--- src/rtl/multi_timer.sv ---
// multi_timer: byte-wide memory-mapped timer with NCH channels,
// each with prescaler, compare, auto-reload/one-shot, sticky flags.
// Ports: clk, rst_ (async low), addr/idata/odata bus, cs_ (low),
//        rw_ (1=read), irq (registered OR of enabled flags).
module multi_timer #(
    parameter int NCH        = 2,
    parameter int CNT_BYTES  = 4,
    parameter int ADDR_WIDTH = 8,
    parameter int DATA_WIDTH = 8
) (
    input  logic                  clk,
    input  logic                  rst_,
    input  logic [ADDR_WIDTH-1:0] addr,
    input  logic [DATA_WIDTH-1:0] idata,
    output logic [DATA_WIDTH-1:0] odata,
    input  logic                  cs_,
    input  logic                  rw_,
    output logic                  irq
);

    localparam int CW = 8 * CNT_BYTES;

    logic [31:0] sel32;
    logic [3:0]  off;
    logic        wr_en;
    logic        rd_en;

    assign sel32 = 32'(addr[ADDR_WIDTH-1:4]);
    assign off   = addr[3:0];
    assign wr_en = !cs_ && !rw_;
    assign rd_en = !cs_ && rw_;

    logic [CW-1:0] count_q    [NCH];
    logic [CW-1:0] count_d    [NCH];
    logic [CW-1:0] compare_q  [NCH];
    logic [CW-1:0] compare_d  [NCH];
    logic [7:0]    prescale_q [NCH];
    logic [7:0]    prescale_d [NCH];
    logic [7:0]    precnt_q   [NCH];
    logic [7:0]    precnt_d   [NCH];
    logic [2:0]    mode_q     [NCH];
    logic [2:0]    mode_d     [NCH];
    logic          run_q      [NCH];
    logic          run_d      [NCH];
    logic          match_q    [NCH];
    logic          match_d    [NCH];
    logic          ovf_q      [NCH];
    logic          ovf_d      [NCH];
    logic          irq_q;
    logic          irq_d;

    always_comb begin : next_state
        logic wr_ch;
        logic cmd_wr;
        logic do_clr;
        logic do_start;
        logic do_stop;
        logic tick;
        logic at_cmp;
        logic reload;
        logic hold;
        logic fclr;
        logic match_set;
        logic ovf_set;
        wr_ch     = 1'b0;
        cmd_wr    = 1'b0;
        do_clr    = 1'b0;
        do_start  = 1'b0;
        do_stop   = 1'b0;
        tick      = 1'b0;
        at_cmp    = 1'b0;
        reload    = 1'b0;
        hold      = 1'b0;
        fclr      = 1'b0;
        match_set = 1'b0;
        ovf_set   = 1'b0;
        irq_d     = 1'b0;
        for (int i = 0; i < NCH; i++) begin
            count_d[i]    = count_q[i];
            compare_d[i]  = compare_q[i];
            prescale_d[i] = prescale_q[i];
            mode_d[i]     = mode_q[i];
            run_d[i]      = run_q[i];

            wr_ch    = wr_en && (sel32 == 32'(i));
            cmd_wr   = wr_ch && (off == 4'h4);
            do_clr   = cmd_wr && idata[0];
            do_start = cmd_wr && idata[1];
            do_stop  = cmd_wr && idata[2];
            fclr     = wr_ch && (off == 4'h7);

            tick   = run_q[i] && (precnt_q[i] == prescale_q[i]);
            at_cmp = (count_q[i] == compare_q[i]);
            reload = at_cmp && mode_q[i][0];
            // one-shot without reload freezes the count on match
            hold   = at_cmp && mode_q[i][1] && !mode_q[i][0];

            match_set = tick && at_cmp;
            ovf_set   = tick && !reload && !hold && (&count_q[i]);

            if (tick && reload) begin
                count_d[i] = '0;
            end else if (tick && !hold) begin
                count_d[i] = count_q[i] + CW'(1);
            end

            // a byte write replaces the tick update for this cycle
            for (int b = 0; b < CNT_BYTES; b++) begin
                if (wr_ch && (off == 4'(b))) begin
                    count_d[i] = count_q[i];
                    count_d[i][8*b +: 8] = idata[7:0];
                end
                if (wr_ch && (off == 4'(8 + b))) begin
                    compare_d[i][8*b +: 8] = idata[7:0];
                end
            end

            if (do_clr) begin
                count_d[i] = '0;
            end

            if (wr_ch && (off == 4'h5)) begin
                mode_d[i] = idata[2:0];
            end
            if (wr_ch && (off == 4'h6)) begin
                prescale_d[i] = idata[7:0];
            end

            match_d[i] = (match_q[i] && !(fclr && idata[1])) || match_set;
            ovf_d[i]   = (ovf_q[i] && !(fclr && idata[2])) || ovf_set;

            if (tick && at_cmp && mode_q[i][1]) begin
                run_d[i] = 1'b0;
            end
            if (do_start) begin
                run_d[i] = 1'b1;
            end
            if (do_stop) begin
                run_d[i] = 1'b0;
            end

            if (!run_q[i] || tick) begin
                precnt_d[i] = '0;
            end else begin
                precnt_d[i] = precnt_q[i] + 8'd1;
            end
            if (do_clr || do_start || !run_d[i]) begin
                precnt_d[i] = '0;
            end

            irq_d = irq_d || (mode_q[i][2] && (match_q[i] || ovf_q[i]));
        end
    end

    always_ff @(posedge clk or negedge rst_) begin
        if (!rst_) begin
            for (int i = 0; i < NCH; i++) begin
                count_q[i]    <= '0;
                compare_q[i]  <= '1;
                prescale_q[i] <= '0;
                precnt_q[i]   <= '0;
                mode_q[i]     <= '0;
                run_q[i]      <= 1'b0;
                match_q[i]    <= 1'b0;
                ovf_q[i]      <= 1'b0;
            end
            irq_q <= 1'b0;
        end else begin
            for (int i = 0; i < NCH; i++) begin
                count_q[i]    <= count_d[i];
                compare_q[i]  <= compare_d[i];
                prescale_q[i] <= prescale_d[i];
                precnt_q[i]   <= precnt_d[i];
                mode_q[i]     <= mode_d[i];
                run_q[i]      <= run_d[i];
                match_q[i]    <= match_d[i];
                ovf_q[i]      <= ovf_d[i];
            end
            irq_q <= irq_d;
        end
    end

    assign irq = irq_q;

    always_comb begin : read_mux
        logic [31:0] cnt32;
        logic [31:0] cmp32;
        cnt32 = '0;
        cmp32 = '0;
        odata = '0;
        for (int i = 0; i < NCH; i++) begin
            if (rd_en && (sel32 == 32'(i))) begin
                // zero-extension makes unused upper bytes read 0
                cnt32 = 32'(count_q[i]);
                cmp32 = 32'(compare_q[i]);
                case (off)
                    4'h0, 4'h1, 4'h2, 4'h3:
                        odata = cnt32[8*off[1:0] +: 8];
                    4'h4:
                        odata = {5'b0, ovf_q[i], match_q[i], run_q[i]};
                    4'h5:
                        odata = {5'b0, mode_q[i]};
                    4'h6:
                        odata = prescale_q[i];
                    4'h8, 4'h9, 4'hA, 4'hB:
                        odata = cmp32[8*off[1:0] +: 8];
                    default:
                        odata = '0;
                endcase
            end
        end
    end

endmodule

--- config.mk ---
export PLATFORM = sky130hd
export DESIGN_NAME = multi_timer
export DESIGN_NICKNAME = d
export VERILOG_FILES = /design/src/rtl/multi_timer.sv
export SDC_FILE = /design/constraint.sdc
export NUM_CORES = 1
export LEC_CHECK = 0
export CAP_MARGIN = 25
export CORE_AREA = 2 2 183 185
export DETAILED_ROUTE_END_ITERATION = 8
export DIE_AREA = 0 0 185 187
export SYNTH_ARGS = -nofsm -noshare
export SYNTH_HDL_FRONTEND = slang
export SYNTH_SLANG_ARGS = --single-unit
--- constraint.sdc ---
create_clock -name clk -period 4.5 [get_ports clk]
set_input_delay 1.125 -clock clk [delete_from_list [all_inputs] [get_ports clk]]
set_output_delay 1.125 -clock clk [all_outputs]
set_load 0.005 [all_outputs]
## Word-level counts from Yosys, hierarchy flattened

Index checks and enable logic that the tools add are counted.

| word-level totals | value |
|---|---|
| bits in read-only memories | 0 |
| word-level logic and storage cells | 218 |
| latch bits | 0 |
| output and inout bits | 9 |
| bits of input ports | 20 |
| memories kept | 0 |
| bits in registers | 173 |
| memory bits (writable) | 0 |

| operators by class | value |
|---|---|
| eq/ne operators | 34 |
| muxes and demuxes | 28 |
| $lt $le $gt $ge | 0 |
| reductions and logical operators | 119 |
| multiply operators | 0 |
| shift operators | 4 |
| bitwise logic cells | 0 |
| add/sub/neg operators | 4 |
| divide/modulo/power cells | 0 |

Operator list:

| kind | count |
|---|---|
| $mux 32 | 14 |
| $shiftx 32x6->8 | 4 |
| $pmux 8 s5 | 2 |
| $logic_and 1x1->1 | 68 |
| $add 32x1->32 const B | 2 |
| $eq 32x32->1 | 2 |
| $reduce_and 32->1 | 2 |
| $mux 8 | 6 |
| $ne 3x2->1 const B | 12 |
| $logic_not 32->1 | 1 |
| $reduce_and 4->1 | 8 |
| $reduce_bool 4->1 | 8 |
| $add 8x1->8 const B | 2 |
| $eq 4x3->1 const B | 4 |
| $eq 4x4->1 const B | 4 |
| $eq 8x8->1 | 2 |
| $logic_not 1->1 | 16 |
| $logic_or 1x1->1 | 13 |
| $ne 2x2->1 const B | 6 |
| $eq 4x1->1 const B | 2 |
| $eq 4x2->1 const B | 2 |
| $reduce_or 4->1 | 2 |
| $mux 1 | 6 |
| $logic_not 4->1 | 1 |

## Logic depth before layout (Yosys ltp)

Gate-level depths: netlist of the first run.

| logic depth | value |
|---|---|
| depth after elaboration | 12 |
| mapped depth | 10 |
| mapped depth without buffers | 8 |

## Worst setup path after synthesis of the first run

No wires, ideal clock.

| path | value |
|---|---|
| path kind | in2out |
| start | input addr[1] |
| end | output odata[0] |
| arrival time | 2.810 ns |
| setup slack | 0.565 ns |
| data required time | 3.375 ns |
| path buffers | 3 |
| stages | 7 |
| cells stage by stage | clkbuf_1 clkbuf_1 buf_1 mux4_2 o21ai_0 o21ai_0 a22o_1 |

| between the ends | value |
|---|---|
| cells in the longest elaborated chain, start to end | 5 |
| elaborated cells on any way between the ends | 21 |
| those cells by class | eq/ne (10); shift (4); mux (4); reduce/logical (3) |

Ends and longest elaborated chain:

| element | line | source |
|---|---|---|
| start, declared | 13 | `input logic [ADDR_WIDTH-1:0] addr,` |
| parallel branches: the longest is 4 deep, another holds $shiftx 32x6->8 | -- |  |
| $mux 8 * | 192 | `if (rd_en && (sel32 == 32'(i))) begin` |
| end, declared | 15 | `output logic [DATA_WIDTH-1:0] odata,` |

Every way passes the cells marked *.

## Worst setup path in the final report of the first run

| path | value |
|---|---|
| start | input addr[6] |
| end | output odata[6] |

| between the ends | value |
|---|---|
| cells in the longest elaborated chain, start to end | 4 |
| elaborated cells on any way between the ends | 6 |
| those cells by class | eq/ne (1); mux (2); reduce/logical (3) |

Ends and longest elaborated chain:

| element | line |
|---|---|
| $logic_not 32->1 | 192 |
| $logic_and 1x1->1 | 192 |
| $mux 8 | 192 |
| $mux 8 * | 192 |

Mark *: on every way between the ends. The rest lies on a longest branch, timed or not.

==> results of run 1 <==
==> synthesized netlist by cell type, types with 11 or more instances <==
cell      count  share of area, %
o22ai_1      21               1.2
a32oi_1      11              0.85
and3_1       19               1.0
a21oi_1      35               1.5
o31ai_1      11              0.73
nor2_1       53               1.8
xnor2_1      71               5.5
nand2_1     136               4.5
a22oi_1      14              0.93
mux2i_1      19               1.7
nand4_1      29               1.6
buf_2        16              0.71
mux2_2       66               6.6
xor2_1       35               2.7
nor2b_1      15              0.83
inv_1        50               1.7
clkbuf_1     41               1.4
nand3_1      50               2.2
nor4_1       14              0.77
nor3_1       27               1.2
o21ai_0      75               3.3
a22o_1       27               2.1
mux4_2       21               4.2
dfrtp_1     109                24
dfstp_2      64                15
==> registers in the layout (all words and copies together) (netlist names) <==
| register | count |
|---|---|
| precnt_q | 16 |
| mode_q | 6 |
| match_q | 2 |
| compare_q | 64 |
| ovf_q | 2 |
| prescale_q | 16 |
| run_q | 2 |
| count_q | 64 |
| irq | 1 |
==> kinds of logic after synthesis <==
logic type | Yosys count | synth area share [%]
xor+xnor | 106 | 8.20
mux | 107 | 12.6
simple gates | 393 | 18.0
fa+ha+maj | 4 | 0.442
flops | 173 | 38.9
buf+inv | 126 | 4.86
compound gates | 279 | 16.9
==> through the flow <==
step | hold WS [ps] | std cells | area (µm²) | setup TNS (ps) | power (mW)
global route | 523 | 1680 | 12900 | -8.52 | 4.18
floorplan | 466 | 1188 | 11300 | 0 | 2.25
global placement | 488 | 1643 | 12300 | -277 | 2.51
detailed placement | 495 | 1647 | 12400 | -218 | 2.53
CTS | 506 | 1679 | 12900 | 0 | 4.03
finish | 505 | 1680 | 12900 | 0 | 4.01
==> area by class of cell <==
type	instances	area [µm²]	share of cell area [%]
inverter	50	188	1.45
sequential	173	4410	34.0
timing repair buffer	88	832	6.43
multi-input combinational	889	6380	49.3
clock buffer	17	425	3.29
tap	448	561	4.33
clock inverter	15	156	1.21
==> cells in the final DEF (no fill, tap or decap), drive strengths merged, types with 10 or more instances in the layout <==
cell type / netlist / routed
o2bb2ai: 10 / 10
clkdlybuf4s50: 0 / 23
dfrtp: 109 / 109
inv: 50 / 56
buf: 26 / 62
a22oi: 14 / 14
o22ai: 22 / 22
clkbuf: 50 / 17
nand3: 53 / 53
mux2i: 19 / 19
mux2: 66 / 66
nor3: 30 / 30
and3: 19 / 19
mux4: 22 / 22
a21oi: 35 / 35
nand2: 136 / 136
o31ai: 11 / 11
nor4: 20 / 20
dfstp: 64 / 64
a32oi: 11 / 11
nor2: 57 / 57
a31oi: 10 / 10
nand4: 31 / 31
xor2: 35 / 35
o21ai: 77 / 77
a22o: 27 / 27
xnor2: 71 / 71
nor2b: 15 / 15
==> worst paths after layout <==
| check | to | slack [ps] | depth (start not counted) | startpoint |
|---|---|---|---|---|
| max | odata[6] | 80 | 9 | addr[6] |
| min | compare_q[20]$_DFFE_PN1P_ | 500 | 2 | compare_q[20]$_DFFE_PN1P_ |
| max reg2reg | count_q[11]$_DFFE_PN0P_ | 1040 | 7 | count_q[3]$_DFFE_PN0P_ |
| min reg2reg | compare_q[20]$_DFFE_PN1P_ | 500 | 2 | compare_q[20]$_DFFE_PN1P_ |
| max in group asynchronous | compare_q[8]$_DFFE_PN1P_ | 2790 | 2 | rst_ |
| min in group asynchronous | count_q[48]$_DFFE_PN0P_ | 720 | 1 | rst_ |
==> power breakdown <==
part	switching [mW]	internal, mW
combinational	0.349	0.324
clock	0.715	0.782
sequential	0.194	1.65
==> worst register-to-register path: stages (launching register included) <==
cell      delay (ps)
dfrtp_1          540
xnor2_1          260
nand4_1          110
nor4_1           660
and3_1           670
nand2b_1         650
o21ai_0          210
a22o_1           260
==> metal layers <==
layer | routed length (µm) | part of all wire (%) | vias up | GRT usage [%]
met5 | 0 | 0 | - | 0
met2 | 18300 | 49 | 376 | 37.2
met4 | 1720 | 4.6 | 0 | 9.86
met1 | 15500 | 41 | 4911 | 28.4
li1 | - | - | 4423 | -
met3 | 2110 | 5.6 | 100 | 3.23
==> repair_timing <==
item | 4_1_cts | 5_1_grt
setup endpoints to repair | 8 | 5
buffers inserted | 0 | 1
pin swaps | 0 | 1
gates cloned | 0 | 0
resized for setup | 3 | 1
hold buffers | 0 | 0
==> metrics.md, run 1 <==
| Metric | Value |
|---|---|
| Status | `finished clean` |
| Area grow syn2layout | `14.3%` |
| Pin count of the biggest net entering global routing | `80` |
| GPL Wtd Cong | `about 0.94` |
| Pwr/cell area | `just over 300 nW/µm²` |
| Critical Path Fanout Max | `4` |
| Worst-skew pair later-pin latency | `approximately 450 ps` |
| Setup Skew | `16.5 ps` |
| Detail Placement HPWL | `27900 µm` |
| Cts bufs inserted | `17` |
| Vias per cell | `~6` |
| Clk buf depth | `2` |
| Syn_nets | `between 1000 and 1500` |
| Layout Utilization | `~39%` |
| Drt total wl | `37600 µm` |
| Ratio of final minimum period to clock period | `a little over nine tenths` |
| Core area | `32900 µm²` |
| Worst VDD drop | `0.000271 V` |
| Post-route DRC | `0` |
| Post-route ant nets | `0` |
| Worst EP required | `3380 ps` |
| Cell Chain, Critical Path | `clkdlybuf4s50_1, nor4_4, nand2_1, nor3_1, buf_4, a21oi_1, nor2_1, buf_4, clkdlybuf4s50_1` |
| Min cycle time layout | `4420 ps` |
| Slowest-stage cell, CP | `clkdlybuf4s50_1` |
| Worst setup slack after placement | `-47.2 ps` |
| Post-synth EDFFs | `0` |
| Number of buffers and inverters on the critical path | `4` |
| 1st-pass router iterations | `5` |
| Worst-path clk slew | `60 ps` |
| Netlist cell types | `75` |
| Startpoint Class | `input port` |
| MaxCap Viol Count | `0` |
| Fillers | `approximately 3300` |
| PortBufs | `28` |
| H-tree level count | `4` |
| Final hold viol count | `0` |
| GRT overflow | `0` |
| Final setup fails | `0` |
| Num Clock Sinks | `173` |
| Actual slew at the worst max-slew pin | `992 ps` |
| GRT Util Overall | `22.2%` |
| Max-slew violation count | `0` |
| Slew headroom | `around 34%` |
| Cells after Synth | `1188` |
| Vias in the first global route | `9733` |
| First-pass GRT wire length | `58600 µm` |
| Initial core utilization | `34.5%` |
| Worst Setup End Kind | `output pin` |
| Layout cell share with drive strength beyond 1 | `between 20 and 25%` |
| Max Fclk | `226 MHz` |
| CTS tree | `done` |
| Register area share after synthesis | `38.9%` |
| Die X-Extent | `185 µm` |
| Hold Crit Class | `reg2reg` |
| Final #Nets | `1243` |
| Row count | `67` |
| Yosys warning count | `0` |
| Initial antenna violation count | `0` |
| Top_reg_cell synth | `dfrtp_1` |
| DRT iter0 DRCs | `861` |
| Drt wl/cell | `about 22 µm` |
| Die span in y | `187 µm` |
| Mapped cell area | `about 11000 µm²` |
| Seq cells post-synth | `about 170` |
| Slowest stage delay, CP | `500 ps` |
| Asr flop ratio synth | `100%` |
| Leak | `5.01 nW` |
| Die area | `34600 µm²` |
| Inserted Diodes | `0` |
| Avg Cell Area, Syn | `9.54 µm²` |
| I/O pin total | `29` |
| Crit Path Class | `in2out` |
| Final worst slack | `81.1 ps` |
| Critical Path AT | `approximately 3300 ps` |
| Root Buffer | `clkbuf_16` |
| Via Count | `between 9000 and 10000` |
| CP delay by family, top | `buffers and inverters` |
No activity file was read; power rests on OpenSTA's default activity.
==> run 2, diff against run 1 <==
--- a/config.mk
+++ b/config.mk
@@ -5,7 +5,7 @@
 export SDC_FILE = /design/constraint.sdc
 export NUM_CORES = 1
 export LEC_CHECK = 0
-export CAP_MARGIN = 25
+export CAP_MARGIN = 40
 export CORE_AREA = 2 2 183 185
 export DETAILED_ROUTE_END_ITERATION = 8
 export DIE_AREA = 0 0 185 187
==> metrics.md, run 2 (synthesized netlist as in run 1, its figures left out) <==
| Metric | Value |
|---|---|
| Placed insts | `1649 (+0.12%)` |
| Layout cell share with drive strength beyond 1 | `22.6% (+0.27 points)` |
| PortBufs | `28 (unchanged)` |
| Area grow syn2layout | `14.4% (about the same)` |
| GPL Wtd Cong | `0.941 (unchanged)` |
| Inserted Diodes | `0 (unchanged)` |
| GRT overflow | `0 (unchanged)` |
| Post-route DRC | `0 (unchanged)` |
| Detail Placement HPWL | `27900 µm (about the same)` |
| Critical Path Fanout Max | `7 (+3)` |
| GRT Util Overall | `22.2% (-0.031 points)` |
| Setup Skew | `15.8 ps (-0.689 ps)` |
| 1st-pass router iterations | `5 (unchanged)` |
| Min cycle time layout | `4380 ps (-35.2 ps)` |
| Leak | `5.02 nW (+0.30%)` |
| Vias in the first global route | `9804 (+0.73%)` |
| Most frequent cells in the layout | `136 x nand2_1, 109 x dfrtp_1, 75 x o21ai_0, 71 x xnor2_1, 66 x mux2_2` |
| Final worst slack | `116 ps (+35.2 ps)` |
| Worst-skew pair later-pin latency | `440 ps (about the same)` |
| Hold Crit Class | `reg2reg` |
| Crit Path Class | `in2out` |
| Actual slew at the worst max-slew pin | `826 ps (-166 ps)` |
| I/O pin total | `29 (unchanged)` |
| Cts bufs inserted | `17 (unchanged)` |
| Core area | `32900 µm² (unchanged)` |
| Reg-to-reg slack, setup | `1000 ps (-40 ps)` |
| Via Count | `9814 (+0.041%)` |
| Worst Setup End Kind | `output pin` |
| Setup_tns | `0 ps (unchanged)` |
| Worst EP required | `3380 ps (about the same)` |
| Initial antenna violation count | `0 (unchanged)` |
| Die X-Extent | `185 µm (unchanged)` |
| Max Fclk | `228 MHz (+0.80%)` |
| Most common cell after layout, fill and taps aside | `nand2_1` |
| HP Start | `compare_q[9]$_DFFE_PN1P_` |
| Pwr Total | `3.97 mW (-1.1%)` |
| Startpoint Class | `input port` |
| Num Clock Sinks | `173 (unchanged)` |
| Ratio of final minimum period to clock period | `97.4% (-0.78 points)` |
| MaxCap Viol Count | `0 (unchanged)` |
| Hold Slack | `502 ps (-3.16 ps)` |
| Critical Path AT | `3260 ps (-30 ps)` |
| Hold buffers post-CTS | `0 (unchanged)` |
| Pin count of the biggest net entering global routing | `80 (unchanged)` |
| Slew headroom | `44.5% (+11 points)` |
| Post-route ant nets | `0 (unchanged)` |
| CTS tree | `done` |
| Multi-input gate area | `6380 µm² (about the same)` |
| Initial core utilization | `34.5% (unchanged)` |
| Die span in y | `187 µm (unchanged)` |
| Drt wl/cell | `22.4 µm (+0.21%)` |
| Non-filler cells, final | `1683 (+0.18%)` |
| Post-route cell area | `13000 µm² (about the same)` |
| Final #Nets | `1246 (+0.24%)` |
| WP depth | `7 (-2)` |
| Row count | `67 (unchanged)` |
| Reg-to-Reg End | `count_q[15]$_DFFE_PN0P_` |
| Clk buf depth | `2 (unchanged)` |
| Cell Chain, Critical Path | `clkdlybuf4s50_1, nor4_4, nand3_1, nor2_2, buf_4, a22o_1, clkdlybuf4s50_1` |
| First-pass GRT wire length | `58400 µm (-0.33%)` |
| Status | `finished clean` |
| Placement-stage cell area | `12400 µm² (+0.12%)` |
| DRT iter0 DRCs | `955 (+11%)` |
| Reg2reg start | `count_q[3]$_DFFE_PN0P_` |
| Fillers | `3312 (-0.030%)` |
| Final setup fails | `0 (unchanged)` |
| Vias per cell | `5.83 (-0.14%)` |
| CP delay by family, top | `buffers and inverters` |
| Slowest stage delay, CP | `510 ps (about the same)` |
| Worst r2r path cells | `7 (unchanged)` |
| Max-slew violation count | `0 (unchanged)` |
| Drt total wl | `37800 µm (+0.39%)` |
| Crit-path most repeated cell | `clkdlybuf4s50_1` |
| Biggest regs | `compare_q (64), count_q (64)` |
| Worst VDD drop | `0.000259 V (-4.4%)` |
| Worst setup slack after placement | `-79.8 ps (-32.6 ps)` |
| Hold Path Depth | `2 (unchanged)` |
| Final hold viol count | `0 (unchanged)` |
| Number of buffers and inverters on the critical path | `3 (-1)` |
| Root Buffer | `clkbuf_16` |
| Pwr/cell area | `306 nW/µm² (-1.2%)` |
| H-tree level count | `4 (unchanged)` |
| Die area | `34600 µm² (unchanged)` |
| Hold endpoint | `compare_q[9]$_DFFE_PN1P_` |
| Reg area | `4410 µm² (unchanged)` |
| Slowest-stage cell, CP | `clkdlybuf4s50_1` |
| Layout Utilization | `39.4% (about the same)` |
| RSZ-0062 raised after global routing | `yes` |
| Worst-path clk slew | `70 ps (about the same)` |
run 2: cell types whose count changed in the layout (fill, tap and decap cells not counted):
cell / change
bufinv_16: -1
clkinv_2: +1
buf_4: +2
nor2_1: -1
inv_8: -1
inv_6: +2
buf_6: +1
clkinvlp_4: -3
clkinv_4: +2
nor2_2: +1
run 2: worst reg2reg max path: cells and delay by family (launching register included):
kind	cells	cell delay, ps
simple gates	4	2110
flops	1	540
compound gates	2	490
xor+xnor	1	260
run 2: how the worst max path moves through the flow:
stage / from / endpoint / slack [ps]
floorplan: addr[1] / odata[0] / 560
global placement: addr[2] / odata[2] / -60
detailed placement: addr[1] / odata[2] / -80
CTS: cs_ / odata[7] / 10
global route: addr[6] / odata[6] / -10
finish: addr[6] / odata[7] / 120
run 2: layout make-up:
type                    count  area share [%]
multi-input cells         889            49.3
flip-flops and latches    173            34.0
clock buffers              17            3.28
clock inverters            15            1.02
inverters                  50            1.45
well taps                 448            4.33
repair buffers             91            6.63
run 2: metal layers:
layer	up-vias	global-route usage [%]	share of wire, %
li1	4425	-	-
met1	4929	27.8	41
met2	369	37.1	49
met3	91	3.86	5.2
met4	0	10.3	4.9
met5	-	0	0
run 2: what timing repair did:
item	in CTS	in global routing
pin swaps	0	1
buffers inserted	0	2
endpoints found under the setup margin	8	7
resized for setup	4	2
run 2: report_power, final:
| group | total (mW) | internal (mW) | switching, mW |
|---|---|---|---|
| combinational | 0.676 | 0.325 | 0.351 |
| clock | 1.45 | 0.728 | 0.720 |
| sequential | 1.84 | 1.65 | 0.195 |
==> run 3, diff against run 2 <==
--- a/config.mk
+++ b/config.mk
@@ -5,10 +5,12 @@
 export SDC_FILE = /design/constraint.sdc
 export NUM_CORES = 1
 export LEC_CHECK = 0
+export ABC_AREA = 1
 export CAP_MARGIN = 40
-export CORE_AREA = 2 2 183 185
+export CORE_AREA = 2 2 197 199
 export DETAILED_ROUTE_END_ITERATION = 8
-export DIE_AREA = 0 0 185 187
+export DIE_AREA = 0 0 199 201
+export PLACE_DENSITY = 0.55
 export SYNTH_ARGS = -nofsm -noshare
 export SYNTH_HDL_FRONTEND = slang
 export SYNTH_SLANG_ARGS = --single-unit
==> metrics.md, run 3 <==
| Metric | Value |
|---|---|
| Critical Path Fanout Max | `15 (+8)` |
| Hold Crit Class | `reg2reg` |
| Final #Nets | `2086 (+67%)` |
| Yosys warning count | `0 (unchanged)` |
| 1st-pass router iterations | `5 (unchanged)` |
| Cts bufs inserted | `17 (unchanged)` |
| Commonest cells post-synth | `693 x nand2_1, 206 x inv_1, 172 x o21ai_0, 161 x nor2_1, 115 x nand3_1` |
| Slowest-stage cell, CP | `clkdlybuf4s50_1` |
| Worst Setup End Kind | `output pin` |
| Share of the synthesized area in the top cell type | `20.8% (-3.3 points)` |
| DRT iter0 DRCs | `977 (+2.3%)` |
| Leak | `7.19 nW (+43%)` |
| Synth area leader | `dfrtp_1` |
| Hold buffers post-CTS | `0 (unchanged)` |
| Worst VDD drop | `0.000222 V (-14%)` |
| Initial core utilization | `34.4% (-0.046 points)` |
| Drt total wl | `53800 µm (+42%)` |
| Final worst slack | `224 ps (+107 ps)` |
| Critical Path AT | `3150 ps (-110 ps)` |
| Avg Cell Area, Syn | `6.48 µm² (-32%)` |
| Biggest regs | `compare_q (64), count_q (64)` |
| Max-slew violation count | `0 (unchanged)` |
| Root Buffer | `clkbuf_16` |
| Area grow syn2layout | `14.2%` |
| Detail Placement HPWL | `42100 µm (+51%)` |
| Worst-skew pair later-pin latency | `470 ps (+30 ps)` |
| Syn_nets | `2047 (+69%)` |
| Slowest stage delay, CP | `500 ps (about the same)` |
| Final setup fails | `0 (unchanged)` |
| Actual slew at the worst max-slew pin | `938 ps (+112 ps)` |
| Number of buffers and inverters on the critical path | `5 (+2)` |
| Min cycle time layout | `4280 ps (-107 ps)` |
| GRT overflow | `0 (unchanged)` |
| Die span in y | `201 µm (+7.5%)` |
| Worst-path clk slew | `70 ps (about the same)` |
| Most frequent cells in the layout | `691 x nand2_1, 203 x inv_1, 160 x nor2_1, 160 x o21ai_0, 115 x nand3_1` |
| Drt wl/cell | `20.7 µm (-7.6%)` |
| GRT Util Overall | `27.3% (+5.1 points)` |
| I/O pin total | `29 (unchanged)` |
| Slew headroom | `37.2% (-7.2 points)` |
| Pwr Total | `4.12 mW (+3.9%)` |
| Netlist cell types | `54 (-28%)` |
| Pwr/cell area | `275 nW/µm² (-10%)` |
| Top post-synthesis cells by area | `dfrtp_1 21%, nand2_1 20%, dfstp_2 13%` |
| Initial antenna violation count | `2 (+2)` |
| Seq cells post-synth | `173 (unchanged)` |
| Startpoint Class | `input port` |
| Setup Skew | `10.5 ps (-5.28 ps)` |
| GPL Wtd Cong | `0.998 (+6.0%)` |
| Num Clock Sinks | `173 (unchanged)` |
| CP delay by family, top | `buffers and inverters` |
| Cell Chain, Critical Path | `dlygate4sd2_1, buf_4, nor2_4, inv_2, nor2_1, inv_2, o21ai_0, a22o_1, clkdlybuf4s50_1` |
| H-tree level count | `4 (unchanged)` |
| Vias in the first global route | `13000 (+32%)` |
| Crit Path Class | `in2out` |
| Cells after Synth | `2023 (+70%)` |
| Ratio of final minimum period to clock period | `95.0% (-2.4 points)` |
| Post-synth EDFFs | `0 (unchanged)` |
| Final hold viol count | `0 (unchanged)` |
| Core area | `38100 µm² (+16%)` |
| Row count | `72 (+7.5%)` |
| Max Fclk | `234 MHz (+2.5%)` |
| Layout cell share with drive strength beyond 1 | `13.8% (-8.8 points)` |
| CTS tree | `done` |
| MaxCap Viol Count | `0 (unchanged)` |
| Top_reg_cell synth | `dfrtp_1` |
| First-pass GRT wire length | `80600 µm (+38%)` |
| Post-route ant nets | `0 (unchanged)` |
| Worst EP required | `3380 ps (about the same)` |
| Mapped cell area | `13100 µm² (+16%)` |
| RSZ-0062 raised after global routing | `no` |
| Most numerous cell in the Yosys netlist | `nand2_1` |
| Vias per cell | `5.23 (-10%)` |
| Die X-Extent | `199 µm (+7.6%)` |
| Post-route DRC | `0 (unchanged)` |
| Placement-stage cell area | `14200 µm² (+15%)` |
| Crit-path most repeated cell | `inv_2` |
| Clk buf depth | `2 (unchanged)` |
| Register area share after synthesis | `33.6% (-5.3 points)` |
| Pin count of the biggest net entering global routing | `76 (-5.0%)` |
| Asr flop ratio synth | `100% (unchanged)` |
| Die area | `40000 µm² (+16%)` |
| Most common cell after layout, fill and taps aside | `nand2_1` |
| Via Count | `13600 (+38%)` |
| Post-route cell area | `15000 µm² (+16%)` |
| PortBufs | `28 (unchanged)` |
| Status | `finished clean` |
| Worst setup slack after placement | `-259 ps (-180 ps)` |
-- run 3: cell types whose count changed in the layout (fill, tap and decap cells not counted), sizes merged, moves of 19 or more --
| cell | before | now |
|---|---|---|
| nand3 | 53 | 125 |
| and3 | 19 | 0 |
| xnor2 | 71 | 13 |
| mux4 | 22 | 0 |
| mux2i | 19 | 0 |
| a21oi | 35 | 71 |
| mux2 | 66 | 0 |
| inv | 57 | 249 |
| xor2 | 35 | 59 |
| o21ai | 77 | 188 |
| a22o | 27 | 5 |
| nand2 | 136 | 711 |
| nor2 | 57 | 191 |
-- run 3: cell type report --
type	count	area (µm²)
Clock inverter	9	91.3
Fill cell	4081	23100
Multi-Input combinational cell	1527	7500
Clock buffer	23	543
Tap cell	518	648
Timing Repair Buffer	96	856
Antenna cell	1	2.50
Sequential cell	173	4410
Inverter	247	932
-- run 3: logic make-up after synthesis --
logic type / synth area share [%]
flops: 33.6
simple gates: 38.0
buf+inv: 9.73
fa+ha+maj: 0.382
xor+xnor: 4.81
compound gates: 13.5
-- run 3: worst min-delay path: stages (launching register included) --
cell and delay (ps):
dfstp_2 380, nand2_1 60, o21ai_0 70
-- run 3: repair_timing --
action | in CTS | in global routing
setup endpoints to repair | 3 | 7
resized for setup | 8 | 33
buffers inserted | 2 | 0
pin swaps | 1 | 5
-- run 3: path summary, 6_finish.rpt --
| path | start | to | slack, ps | depth (start not counted) |
|---|---|---|---|---|
| worst min-delay path | compare_q[63]$_DFFE_PN1P_ | compare_q[63]$_DFFE_PN1P_ | 520 | 2 |
| max in group asynchronous | rst_ | compare_q[22]$_DFFE_PN1P_ | 2970 | 2 |
| worst max-delay path | addr[3] | odata[5] | 220 | 9 |
| min in group asynchronous | rst_ | precnt_q[14]$_DFF_PN0_ | 630 | 1 |
| worst max register to register | count_q[6]$_DFFE_PN0P_ | count_q[3]$_DFFE_PN0P_ | 1640 | 13 |
| worst min register to register | compare_q[63]$_DFFE_PN1P_ | compare_q[63]$_DFFE_PN1P_ | 520 | 2 |
-- run 3: power breakdown --
group	switching (mW)	leakage, nW	internal (mW)	total [mW]
logic	0.435	4.88	0.259	0.694
clock network	0.706	0.307	0.915	1.62
registers	0.124	2.00	1.68	1.81
-- run 3: per-stage QoR --
step           TNS [ps]  std cells  hold WS (ps)  utilization (%)
2_1_floorplan         0       2023           470                -
6_report              0       2594           515             39.3
3_3_place_gp       -283       2558           497             37.3
5_1_grt               0       2594           529             39.3
4_1_cts               0       2593           519             39.1
3_5_place_dp       -297       2559           508             37.4
-- run 3: routing by layer --
metal	up-vias	wire length (µm)	GRT usage, %
met4	0	3030	14.2
met1	6385	22600	34.1
met2	501	25400	45.2
li1	6556	-	-
met5	-	0	0
met3	132	2740	4.39
